===== src/rtl/mem_stage_pkg.sv =====
// Shared definitions for the MEM stage: bus widths, size/exception codes,
// FSM state encodings and the EXE->MEM / MEM->WB bus layouts.
package mem_stage_pkg;

  localparam int unsigned EXE_MEM_W = 166;
  localparam int unsigned MEM_WB_W  = 161;
  localparam int unsigned PASS_W    = 95;
  localparam int unsigned ADDR_W    = 32;
  localparam int unsigned DATA_W    = 32;
  localparam int unsigned WEN_W     = 4;
  localparam int unsigned WDEST_W   = 5;
  localparam int unsigned LAT_CNT_W = 2;

  // Access size codes; 2'b11 behaves as a word.
  localparam logic [1:0] SIZE_BYTE = 2'b00;
  localparam logic [1:0] SIZE_HALF = 2'b01;
  localparam logic [1:0] SIZE_WORD = 2'b10;

  // addr_exc codes as consumed by WB.
  localparam logic [1:0] EXC_NONE  = 2'b00;
  localparam logic [1:0] EXC_ADES  = 2'b01;
  localparam logic [1:0] EXC_ADEL  = 2'b10;
  localparam logic [1:0] EXC_FETCH = 2'b11;

  // FSM state encodings.
  localparam logic [1:0] ST_IDLE = 2'b00;
  localparam logic [1:0] ST_WAIT = 2'b01;
  localparam logic [1:0] ST_DONE = 2'b10;

  // Pass-through field carried from EXE to WB.
  typedef struct packed {
    logic [57:0] hi;
    logic [4:0]  wdest;
    logic [31:0] pc;
  } pass_t;

  typedef struct packed {
    logic        exc_in;
    logic        fetch_adel;
    logic        load;
    logic        store;
    logic        sign;
    logic [1:0]  size;
    logic [31:0] store_data;
    logic [31:0] exe_result;
    pass_t       pass;
  } exe_mem_bus_t;

  // Field order is the one WB unpacks.
  typedef struct packed {
    logic [57:0] pass_hi;
    logic [31:0] mem_result;
    logic [4:0]  wdest;
    logic [1:0]  addr_exc;
    logic [31:0] badvaddr;
    logic [31:0] pc;
  } mem_wb_bus_t;

  // Word needs a==0, half needs a[0]==0, byte is always aligned.
  function automatic logic is_misaligned(input logic [1:0] size, input logic [1:0] a);
    logic mis;
    if (size == SIZE_BYTE)      mis = 1'b0;
    else if (size == SIZE_HALF) mis = a[0];
    else                        mis = (a != 2'b00);
    return mis;
  endfunction

endpackage


===== src/rtl/mem_align.sv =====
// Combinational byte-lane logic for the MEM stage.
//  size, sign, addr_lo  : access size code, load sign-extend, address low bits
//  store_data, rdata    : register store data, raw SRAM read word
//  st_wen_c, st_wdata_c : store byte enables and lane-replicated store data
//  ld_value_c           : extracted and extended load value
//  misaligned_c         : address not aligned to the access size
module mem_align
  import mem_stage_pkg::*;
(
  input  logic [1:0]        size,
  input  logic              sign,
  input  logic [1:0]        addr_lo,
  input  logic [DATA_W-1:0] store_data,
  input  logic [DATA_W-1:0] rdata,
  output logic [WEN_W-1:0]  st_wen_c,
  output logic [DATA_W-1:0] st_wdata_c,
  output logic [DATA_W-1:0] ld_value_c,
  output logic              misaligned_c
);

  logic [DATA_W-1:0] shifted;

  // Store lanes: data replicated so every enabled lane sees the right byte.
  always_comb begin
    st_wen_c   = 4'b1111;
    st_wdata_c = store_data;
    case (size)
      SIZE_BYTE: begin
        st_wen_c   = 4'b0001 << addr_lo;
        st_wdata_c = {4{store_data[7:0]}};
      end
      SIZE_HALF: begin
        st_wen_c   = 4'b0011 << addr_lo;
        st_wdata_c = {2{store_data[15:0]}};
      end
      default: begin
        st_wen_c   = 4'b1111;
        st_wdata_c = store_data;
      end
    endcase
  end

  // Load extract: bring the addressed lane down to bit 0, then extend.
  always_comb begin
    shifted    = rdata >> {addr_lo, 3'b000};
    ld_value_c = rdata;
    case (size)
      SIZE_BYTE: ld_value_c = {{24{sign & shifted[7]}}, shifted[7:0]};
      SIZE_HALF: ld_value_c = {{16{sign & shifted[15]}}, shifted[15:0]};
      default:   ld_value_c = rdata;
    endcase
  end

  assign misaligned_c = is_misaligned(size, addr_lo);

endmodule


===== src/rtl/mem_stage.sv =====
// Memory-access stage between EXE and WB of the sram_cpu pipeline.
//  clk, reset              : clock, synchronous active-high reset
//  MEM_valid, EXE_MEM_bus_r: instruction from EXE, held until MEM_over
//  cancel                  : flush from WB, kills the instruction in MEM
//  data_sram_*             : data-SRAM port (reads return SRAM_LAT cycles later)
//  MEM_over, MEM_allow_in  : completion strobe / ready for next instruction
//  MEM_WB_bus, MEM_wdest   : result bus to WB, destination for hazard checks
module mem_stage
  import mem_stage_pkg::*;
#(
  parameter int unsigned SRAM_LAT = 1
) (
  input  logic                 clk,
  input  logic                 reset,
  input  logic                 MEM_valid,
  input  logic [EXE_MEM_W-1:0] EXE_MEM_bus_r,
  input  logic                 cancel,
  output logic                 data_sram_en,
  output logic [WEN_W-1:0]     data_sram_wen,
  output logic [ADDR_W-1:0]    data_sram_addr,
  output logic [DATA_W-1:0]    data_sram_wdata,
  input  logic [DATA_W-1:0]    data_sram_rdata,
  output logic                 MEM_over,
  output logic                 MEM_allow_in,
  output logic [MEM_WB_W-1:0]  MEM_WB_bus,
  output logic [WDEST_W-1:0]   MEM_wdest
);

  localparam logic [LAT_CNT_W-1:0] LAT_INIT = LAT_CNT_W'(SRAM_LAT - 1);

  exe_mem_bus_t          in_bus;
  mem_wb_bus_t           wb_bus;
  logic [1:0]            state_q, state_d;
  logic [LAT_CNT_W-1:0]  lat_cnt_q, lat_cnt_d;
  logic [DATA_W-1:0]     ld_data_q, ld_data_d;
  logic [WEN_W-1:0]      st_wen_c;
  logic [DATA_W-1:0]     st_wdata_c;
  logic [DATA_W-1:0]     ld_value_c;
  logic                  misaligned_c;
  logic [1:0]            addr_exc_c;
  logic                  acc_ok_c;
  logic [DATA_W-1:0]     mem_result_c;

  assign in_bus = exe_mem_bus_t'(EXE_MEM_bus_r);

  mem_align u_align (
    .size         (in_bus.size),
    .sign         (in_bus.sign),
    .addr_lo      (in_bus.exe_result[1:0]),
    .store_data   (in_bus.store_data),
    .rdata        (data_sram_rdata),
    .st_wen_c     (st_wen_c),
    .st_wdata_c   (st_wdata_c),
    .ld_value_c   (ld_value_c),
    .misaligned_c (misaligned_c)
  );

  // Address exception code; a fetch fault outranks any data fault.
  always_comb begin
    addr_exc_c = EXC_NONE;
    if (in_bus.fetch_adel)                      addr_exc_c = EXC_FETCH;
    else if (in_bus.load  && misaligned_c)      addr_exc_c = EXC_ADEL;
    else if (in_bus.store && misaligned_c)      addr_exc_c = EXC_ADES;
  end

  assign acc_ok_c = MEM_valid & ~cancel & ~in_bus.exc_in & ~in_bus.fetch_adel
                  & (addr_exc_c == EXC_NONE);

  // Next-state and SRAM/handshake outputs.
  always_comb begin
    state_d       = state_q;
    lat_cnt_d     = lat_cnt_q;
    ld_data_d     = ld_data_q;
    data_sram_en  = 1'b0;
    data_sram_wen = '0;
    MEM_over      = 1'b0;
    MEM_allow_in  = 1'b0;
    mem_result_c  = in_bus.exe_result;
    case (state_q)
      ST_IDLE: begin
        MEM_allow_in = 1'b1;
        if (in_bus.load && acc_ok_c) begin
          data_sram_en = 1'b1;
          MEM_allow_in = 1'b0;
          lat_cnt_d    = LAT_INIT;
          state_d      = ST_WAIT;
        end else begin
          // Non-memory, excepted or posted-store instructions finish now.
          MEM_over = MEM_valid & ~cancel;
          if (in_bus.store && acc_ok_c) begin
            data_sram_en  = 1'b1;
            data_sram_wen = st_wen_c;
          end
        end
      end
      ST_WAIT: begin
        if (cancel) begin
          // Fixed-latency SRAM: the stale read simply goes unsampled.
          state_d   = ST_IDLE;
          lat_cnt_d = '0;
          ld_data_d = '0;
        end else if (lat_cnt_q == '0) begin
          ld_data_d = ld_value_c;
          state_d   = ST_DONE;
        end else begin
          lat_cnt_d = lat_cnt_q - LAT_CNT_W'(1);
        end
      end
      ST_DONE: begin
        MEM_allow_in = 1'b1;
        state_d      = ST_IDLE;
        if (cancel) begin
          ld_data_d = '0;
        end else begin
          MEM_over     = 1'b1;
          mem_result_c = ld_data_q;
        end
      end
      default: state_d = ST_IDLE;
    endcase
  end

  always_ff @(posedge clk) begin
    if (reset) begin
      state_q   <= ST_IDLE;
      lat_cnt_q <= '0;
      ld_data_q <= '0;
    end else begin
      state_q   <= state_d;
      lat_cnt_q <= lat_cnt_d;
      ld_data_q <= ld_data_d;
    end
  end

  // Result bus in WB field order.
  always_comb begin
    wb_bus.pass_hi    = in_bus.pass.hi;
    wb_bus.mem_result = mem_result_c;
    wb_bus.wdest      = in_bus.pass.wdest;
    wb_bus.addr_exc   = addr_exc_c;
    wb_bus.badvaddr   = in_bus.exe_result;
    wb_bus.pc         = in_bus.pass.pc;
  end

  assign MEM_WB_bus      = wb_bus;
  assign data_sram_addr  = in_bus.exe_result;
  assign data_sram_wdata = st_wdata_c;
  assign MEM_wdest       = in_bus.pass.wdest & {WDEST_W{MEM_valid}};

endmodule


===== config.mk =====
export PLATFORM = sky130hd
export DESIGN_NAME = mem_stage
export DESIGN_NICKNAME = d
export VERILOG_FILES = /design/src/rtl/mem_stage_pkg.sv /design/src/rtl/mem_align.sv /design/src/rtl/mem_stage.sv
export SDC_FILE = /design/constraint.sdc
export NUM_CORES = 1
export LEC_CHECK = 0
export ABC_AREA = 1
export BUFFER_PORTS_ARGS = -buffer_cell sky130_fd_sc_hd__buf_2
export CAP_MARGIN = 20
export CORE_AREA = 2 2 169 171
export CTS_CLUSTER_SIZE = 16
export DETAILED_ROUTE_END_ITERATION = 16
export DIE_AREA = 0 0 171 173
export PLACE_DENSITY = 0.47
export SLEW_MARGIN = 20
export SYNTH_ARGS = -nofsm -noshare
export SYNTH_HDL_FRONTEND = slang
export SYNTH_SLANG_ARGS = --single-unit

===== constraint.sdc =====
create_clock -name clk -period 2.77 [get_ports clk]
set_clock_uncertainty 0.05 [all_clocks]
set_input_delay 0.4155 -clock clk [delete_from_list [all_inputs] [get_ports clk]]
set_output_delay 0.4155 -clock clk [all_outputs]
set_load 0.005 [all_outputs]

# == After elaboration in Yosys (flattened, before gate mapping) ==
# Index checks and enable logic that the tools add are counted.
# word_totals
in_bits,202
reg_bits,36
out_inout_bits,237
ramBits,0
latch_bits,0
memories,0
romBits,0
word_cells,71
# op_classes
n_addsub,1
n_mul,0
eq_ne,7
n_lt_le_gt_ge,0
shifts,3
n_reduce_logical,14
n_mux,33
bitwise,10
div,0
# op_table
operator,count
$pmux 32 s2,3
$mux 32,5
$shr 32x5->16,1
$mux 2,8
$mux 4,3
$mux 1,9
$logic_not 2->1,4
$pmux 2 s2,2
$pmux 4 s2,1
$and 1x1->1,6
$ne 3x3->1 const B,2
$reduce_and 3->1,2
$reduce_bool 2->1,3
$and 5x5->5,1
$eq 2x1->1 const B,2
$logic_and 1x1->1,4
$ne 2x2->1 const B,2
$pmux 1 s2,2
$shl 1x2->4 const A,1
$shl 2x2->4 const A,1
$not 1->1,3
$eq 2x2->1 const B,1
$reduce_and 2->1,1
$sub 2x1->2 const B,1

# == Longest topological paths before layout ==
# Gate-level depths: netlist (run 1).
# depth
word_depth,13
ltp_mapped,11
mapped_depth_nobuf,9

# == By module ==
# Synthesis (run 1) repeated with hierarchy kept, for this count alone.
# unflattened
hier_cells,718
area_unflattened_um2,4285.4
# modules_own_cells
module,area_each_um2,instances,seq_area_each_um2,cells_per_inst
mem_stage,3072.9,1,720.7,464
mem_align,1212.4,1,0.0,254

# == Least setup slack after synthesis (run 1) ==
# No wires, ideal clock.
# synth_timing
path_type,in2out
from,in EXE_MEM_bus_r[160]
to,out data_sram_wen[0]
cell_stages,10
arrival_ns,1.312
n_path_buf,1
required_ns,2.305
path_slack_ns,0.993
cell_sequence,buf_4 > inv_4 > nand2_1 > nand2_1 > inv_1 > nand2_1 > nand3_1 > nor2_1 > nand2_1 > nor2_1
# synth_between
elab_chain_cells,13
elab_cells_between_ends,17
classes_between,eq/ne (1); mux (9); bitwise (1); reduce/logical (6)
# synth_lines
element,line,rtl
"start, declared",mem_stage.sv:16,"input logic [EXE_MEM_W-1:0] EXE_MEM_bus_r,"
$eq 2x1->1,"mem_stage_pkg.sv:63, mem_align.sv:27",
$mux 1,mem_stage_pkg.sv:63,else if (size == SIZE_HALF) mis = a[0];
$mux 1,mem_stage_pkg.sv:62,if (size == SIZE_BYTE) mis = 1'b0;
$logic_and 1x1->1,mem_stage.sv:63,else if (in_bus.store && misaligned_c) addr_exc_c = EXC_ADES;
$mux 1,mem_stage.sv:63,
$mux 2,mem_stage.sv:62,else if (in_bus.load && misaligned_c) addr_exc_c = EXC_ADEL;
$mux 2,mem_stage.sv:61,if (in_bus.fetch_adel) addr_exc_c = EXC_FETCH;
$logic_not 2->1,mem_stage.sv:67,& (addr_exc_c == EXC_NONE);
$and 1x1->1,mem_stage.sv:67,
$logic_and 1x1->1,mem_stage.sv:90,if (in_bus.store && acc_ok_c) begin
$mux 4,mem_stage.sv:90,
$mux 4 (*),mem_stage.sv:82,if (in_bus.load && acc_ok_c) begin
$mux 4 (*),mem_stage.sv:79,case (state_q)
"end, declared",mem_stage.sv:19,"output logic [WEN_W-1:0] data_sram_wen,"
# Every way passes the cells marked *; elsewhere a longest branch is shown, timed or not.

# == Worst setup path in the final report (run 1) ==
# layout_timing
from,reg state_q[1]
to,out MEM_WB_bus[85]
# layout_between
elab_chain_cells,2
# layout_lines
element,line,rtl
"start, declared",mem_stage.sv:33,"logic [1:0] state_q, state_d;"
"start signal, assigned",mem_stage.sv:129,state_q <= state_d;
$eq 2x2->1,mem_stage.sv:79,
$mux 32,mem_stage.sv:79,
"end, declared",mem_stage.sv:25,"output logic [MEM_WB_W-1:0] MEM_WB_bus,"
# Every way passes these cells.

==> results.sh, run 1 <==
export IMPL_via_count=4056
export IMPL_antenna_found_initial=2
export IMPL_ys_warn_count=0
export IMPL_ys_seq_area_share_pct=17.3
export IMPL_grt_overflow_total=0
export IMPL_critPathMaxStageDelay_ns=0.44
export IMPL_setup_violations=0
export IMPL_worstSetupStartpointType="flop"
export IMPL_synth_top_family_by_area="buffers and inverters"
export IMPL_die_y_um=173
export IMPL_critical_path_top_delay_family="flip-flops"
export IMPL_tightest_slew_ns=0.540
export IMPL_synthToLayoutAreaGrowth_pct=13.4
export IMPL_setup_tns_ns=0
export IMPL_core_um2=27600
export IMPL_avgSynthCellArea_um2=6.73
export IMPL_pre_cts_slack_ns=0.487
export IMPL_synth_simple_area_share_pct=20.2
export IMPL_yosysTopAreaCell="buf_4"
export IMPL_cts_tree="yes"
export IMPL_postRouteAntennaNets=0
export IMPL_outcome="completed"
export IMPL_cp_data_arrival_time_ns=1.84
export IMPL_port_buffers=258
export IMPL_cp_max_fo=35
export IMPL_synthMuxAreaShare_pct=8.10
export IMPL_hold_path_class="flop to flop"
export IMPL_ios=439
export IMPL_fp_dieW_um=171
export IMPL_cts_hold_buf=0
export IMPL_yosysUniqueCellTypes=31
export IMPL_routed_via_density=3.75
export IMPL_drt_initial_drc_count=132
export IMPL_peakVddDrop_mv=0.178
export IMPL_drc=0
export IMPL_yosys_top_cells_area="buf_4 (30%), dfxtp_1 (17%), nand2_1 (12%)"
export IMPL_cts_setup_buffers=0
export IMPL_clk_latency_ns=0.28
export IMPL_cp_slowest_cell="dfxtp_1"
export IMPL_syn_area_um2=4170
export IMPL_synth_compound_area_share_pct=16.5
export IMPL_min_period_over_period_pct=83.3
export IMPL_path_class="flop to output port"
export IMPL_dr_pass1_iters=5
export IMPL_multi_input_area_um2=1880
export IMPL_synthesis_nets=823
export IMPL_finalNetCount=904
export IMPL_crit_path_end_kind="output port"
export IMPL_fin_util_pct=17.1
export IMPL_dieArea_um2=29600
export IMPL_fill_cells=3247
export IMPL_seq_area_um2=721
export IMPL_crit_chain="inv_1 > nor2_4 > nand2_4 > mux2_1 > buf_2"
export IMPL_drive_above_1_share_pct=44.3
export IMPL_grt_max_degree=36
export IMPL_clock_root_buffer="clkbuf_16"
export IMPL_ctsResizeCount=0
export IMPL_leakage_uw=0.00237
export IMPL_grtUsageTotal_pct=11.7
export IMPL_initial_core_util_pct=15.1
export IMPL_cp_data_required_time_ns=2.30
export IMPL_p_per_area_nw_per_um2=331
export IMPL_power_uw=1560
export IMPL_rsz0062_at_grt="no"
export IMPL_synthXorXnorAreaFrac_pct=0
export IMPL_grt_pass1_wl_mm=25.2
export IMPL_place_gp_congestion=0.783
export IMPL_worstPathBufferInverterCount=2
export IMPL_wire_per_inst_um=16.9
export IMPL_max_freq_mhz=433
export IMPL_synth_top_area_share_pct=30.4
export IMPL_clock_sinks=36
export IMPL_dp_hpwl_mm=15.5
export IMPL_cts_made_buffers=5
export IMPL_core_rowCount=61
export IMPL_setup_ws_ns=0.462
export IMPL_finalWirelength_mm=18.3
export IMPL_hold_violations=0
export IMPL_grt_pass1_vias=3762
export IMPL_whs_ns=0.413
export IMPL_synthAdderAreaFrac_pct=0.300
export IMPL_cts_buffer_depth=2
export IMPL_postSynthCellCount=620
export IMPL_slew_headroom_pct=64.0
export IMPL_ys_ff_latch=36
export IMPL_slew_violations=0
export IMPL_maxCapViolCount=0
export IMPL_cts_max_level=2
export IMPL_fin_crit_ns=2.31
export IMPL_path_clk_slew_ns=0.06
## logic make-up (layout without fill, tap and decap cells)
| family | count (synthesis) | after routing |
|---|---|---|
| multiplexers | 30 | 30 |
| other | 0 | 2 |
| adder cells (fa/ha/maj) | 1 | 1 |
| buffers and inverters | 233 | 315 |
| flip-flops | 36 | 36 |
| AND/OR/NAND/NOR | 192 | 192 |
| AO/OA/AOI/OAI | 128 | 128 |
## routing by layer
| layer | vias to the layer above | share of wire [%] | wire [um] | track usage (%) |
|---|---|---|---|---|
| met4 | 2 | 2.1 | 377 | 3.43 |
| li1 | 2005 | - | - | - |
| met5 | - | 0.055 | 10 | 0 |
| met1 | 1798 | 39 | 7090 | 13.4 |
| met3 | 46 | 7.7 | 1400 | 3.27 |
| met2 | 205 | 51 | 9390 | 21.0 |
## synthesized netlist by cell type
master	count
a21o_1	7
a21oi_1	62
buf_1	2
buf_2	5
buf_4	169
buf_6	6
clkbuf_1	7
clkbuf_2	1
clkinv_2	1
dfxtp_1	36
ha_1	1
inv_1	37
inv_2	3
inv_4	2
mux2_1	10
mux2_2	20
nand2_1	136
nand2_4	3
nand3_1	13
nand3_2	3
nand3_4	1
nand4_1	3
nor2_1	26
nor2_2	3
nor2_4	3
nor3_4	1
o211ai_1	9
o21ai_0	47
o21ai_1	1
o22ai_1	1
o22ai_2	1
## final timing paths
kind	start	to	slack (ns)	depth (start not counted)
max	state_q[1]	MEM_WB_bus[85]	0.46	5
min	ld_data_q[24]	ld_data_q[24]	0.41	2
min reg2reg	ld_data_q[24]	ld_data_q[24]	0.41	2
max reg2reg	lat_cnt_q[0]	ld_data_q[2]	1.10	8
## report_power, final
part | leakage (uW) | total [uW] | switching (uW) | internal, uW
Sequential | 0.000290 | 524 | 2.83 | 521
Clock | 0.0000712 | 573 | 214 | 359
Combinational | 0.00200 | 467 | 264 | 202
## flip-flops by register name, summed over array words and instances (netlist names)
register	count
ld_data_q	32
state_q	2
lat_cnt_q	2
## layout make-up
type	instances	area share [%]
clock buffer	8	3.09
multi-input combinational	351	39.8
timing repair buffer	264	28.2
tap	378	10.0
antenna	2	0.106
sequential	36	15.2
inverter	43	3.54
## worst register-to-register path, stage by stage (launching register included)
cell     delay, ns
dfxtp_1       0.33
inv_1         0.06
ha_1          0.26
nand2_1       0.09
inv_1         0.06
o22ai_2       0.14
buf_4         0.35
nand2_1       0.10
a21oi_1       0.16
## through the flow
stage	instances	area (um^2)
floorplan	620	4170
global placement	1072	4580
detailed placement	1072	4580
CTS	1080	4730
global route	1080	4730
finish	1082	4730
## layout by cell type, fill, tap and decap left out, types with 3 or more instances in the layout
cell	Yosys	final
nor2_2	3	3
a21oi_1	62	62
nand3_1	13	13
nand2_4	3	3
a21o_1	7	7
buf_2	5	258
inv_1	37	37
nand2_1	136	136
o21ai_0	47	47
nand3_2	3	3
dfxtp_1	36	36
nor2_1	26	26
buf_4	169	6
mux2_2	20	20
clkbuf_16	0	5
nor2_4	3	3
o211ai_1	9	9
mux2_1	10	10
nand4_1	3	3
inv_2	3	3
No activity file was read; power rests on OpenSTA's default activity.
==> inputs of run 2 (changes only) <==
--- a/config.mk
+++ b/config.mk
@@ -12,7 +12,7 @@
 export CTS_CLUSTER_SIZE = 16
 export DETAILED_ROUTE_END_ITERATION = 16
 export DIE_AREA = 0 0 171 173
-export PLACE_DENSITY = 0.47
+export PLACE_DENSITY = 0.49
 export SLEW_MARGIN = 20
 export SYNTH_ARGS = -nofsm -noshare
 export SYNTH_HDL_FRONTEND = slang
==> constraint.sdc (replaced) <==
create_clock -name clk -period 1.9 [get_ports clk]
set_clock_uncertainty 0.05 [all_clocks]
set_input_delay 0.285 -clock clk [delete_from_list [all_inputs] [get_ports clk]]
set_output_delay 0.285 -clock clk [all_outputs]
set_load 0.005 [all_outputs]
==> run 2 against run 1 <==
Utilization up 0.93 points. Sequential cell count is the same. Count of clock-buffer cells in the layout decreased by 2. Hold slack got worse by 0.14 ns. Via count up 2.6%. Final area grew 5.4%. Largest power group unchanged. First-iteration DRC count is 71% higher. Global-route usage shrank 0.30 points. Die area unchanged. Register-to-register slack lost 0.83 ns. Sequential share of layout area decreased by 0.63 points. Non-clock buffer count up 17.
==> results.sh, run 2 (synthesized netlist as in run 1, its figures left out) <==
export IMPL_hold_path_class="input port to flop"
export IMPL_leakage_uw=0.00254
export IMPL_dieArea_um2=29600
export IMPL_dr_pass1_iters=4
export IMPL_cts_max_level=2
export IMPL_grt_overflow_total=0
export IMPL_grt_pass1_vias=3864
export IMPL_worstSetupStartpointType="flop"
export IMPL_reg_largest_list="ld_data_q x32, lat_cnt_q x2, state_q x2"
export IMPL_critical_path_top_delay_family="flip-flops"
export IMPL_path_class="flop to output port"
export IMPL_outcome="completed"
export IMPL_slew_violations=0
export IMPL_fp_dieW_um=171
export IMPL_clock_root_buffer="clkbuf_16"
export IMPL_peakVddDrop_mv=0.235
export IMPL_port_buffers=258
export IMPL_grtUsageTotal_pct=11.4
export IMPL_cts_tree="yes"
export IMPL_fin_crit_ns=1.85
export IMPL_crit_path_end_kind="output port"
export IMPL_clk_latency_ns=0.29
export IMPL_postRouteAntennaNets=0
export IMPL_critPathMaxStageDelay_ns=0.38
export IMPL_wire_per_inst_um=16.4
export IMPL_clock_sinks=36
export IMPL_mostFrequentLayoutCell="buf_2"
export IMPL_drt_initial_drc_count=226
export IMPL_cts_made_buffers=5
export IMPL_max_freq_mhz=542
export IMPL_slew_headroom_pct=68.7
export IMPL_ios=439
export IMPL_core_rowCount=61
export IMPL_setup_tns_ns=0
export IMPL_worstPathBufferInverterCount=3
export IMPL_tightest_slew_ns=0.469
export IMPL_numPlacedInstances=1089
export IMPL_crit_chain="inv_4 > nor2_4 > nand2_4 > buf_12 > mux2_4 > buf_2"
export IMPL_cts_buffer_depth=2
export IMPL_cp_slowest_cell="dfxtp_4"
export IMPL_synthToLayoutAreaGrowth_pct=19.6
export IMPL_ff2ff_setup_slack_ns=0.27
export IMPL_largest_reg_flops=32
export IMPL_via_count=4161
export IMPL_cp_data_arrival_time_ns=1.51
export IMPL_p_per_area_nw_per_um2=470
export IMPL_drive_above_1_share_pct=48.3
export IMPL_grt_pass1_wl_mm=25.0
export IMPL_pre_cts_slack_ns=-0.0213
export IMPL_setup_violations=0
export IMPL_finalWirelength_mm=18.0
export IMPL_die_y_um=173
export IMPL_drc=0
export IMPL_grt_max_degree=33
export IMPL_routed_via_density=3.78
export IMPL_dp_hpwl_mm=15.2
export IMPL_regMostFlops="ld_data_q"
export IMPL_finalNetCount=921
export IMPL_cp_max_fo=17
export IMPL_stdcell_count=1100
export IMPL_place_gp_congestion=0.798
export IMPL_min_period_over_period_pct=97.1
export IMPL_setup_ws_ns=0.0545
export IMPL_core_um2=27600
export IMPL_path_clk_slew_ns=0.06
export IMPL_initial_core_util_pct=15.1
export IMPL_cts_hold_buf=0
export IMPL_antenna_found_initial=3
export IMPL_rsz0062_at_grt="yes"
export IMPL_layout_common_cells="buf_2 (258), nand2_1 (134), a21oi_1 (62)"
export IMPL_maxCapViolCount=0
export IMPL_cp_data_required_time_ns=1.56
export IMPL_hold_violations=0
## run 2: changes by cell type in the layout (fill, tap and decap cells not counted), moves of 3 or more
cell	delta
nor2_1	-3
mux2_1	-9
mux2_4	+9
buf_12	+5
buf_4	+12
## run 2: worst reg2reg max path: stages (launching register included)
cell and delay, ns:
dfxtp_4 0.37, buf_4 0.15, nor3_4 0.27, nand2_4 0.21, clkinv_2 0.15, o21ai_0 0.11
a21o_1 0.17, a21oi_1 0.10
## run 2: stage by stage
step                utilization, %  instance area, um^2  hold slack [ns]  total power, uW
global placement              17.3                 4770            0.404             1500
global route                  18.0                 4980            0.284             2480
floorplan                        -                 4170            0.349             1330
CTS                           17.8                 4930            0.282             2370
detailed placement            17.3                 4770            0.405             1500
finish                        18.1                 4990            0.268             2340
## run 2: power breakdown
part	switching [uW]	leakage [uW]	internal, uW
clock network	344	0.0000766	518
logic	390	0.00217	331
registers	4.51	0.000292	757
total	738	0.00254	1610
## run 2: final timing paths
| check | to | startpoint | cells past startpoint |
|---|---|---|---|
| setup / recovery | MEM_WB_bus[99] | state_q[1] | 6 |
| hold / removal | state_q[0] | reset | 2 |
| hold reg to reg | lat_cnt_q[1] | lat_cnt_q[1] | 2 |
| setup reg to reg | ld_data_q[0] | state_q[1] | 7 |
## run 2: layout make-up
| type | instances | area, um^2 |
|---|---|---|
| clock buffers | 6 | 139 |
| fillers | 3235 | 22600 |
| multi-input cells | 351 | 1930 |
| well taps | 378 | 473 |
| inverters | 43 | 170 |
| flip-flops and latches | 36 | 728 |
| diodes | 3 | 7.51 |
| clock inverters | 2 | 10.0 |
| repair buffers | 281 | 1530 |
## run 2: routing by layer
| metal | up-vias | track usage [%] | share of wire [%] |
|---|---|---|---|
| met5 | - | 0 | 0 |
| met4 | 0 | 3.57 | 2.7 |
| met3 | 50 | 3.80 | 9.7 |
| met2 | 205 | 19.6 | 49 |
| met1 | 1867 | 13.2 | 39 |
| li1 | 2039 | - | - |
## run 2: timing repair
action                     CTS  global route
gates resized for setup      5            16
setup endpoints to repair   32            34
buffers inserted             0             0
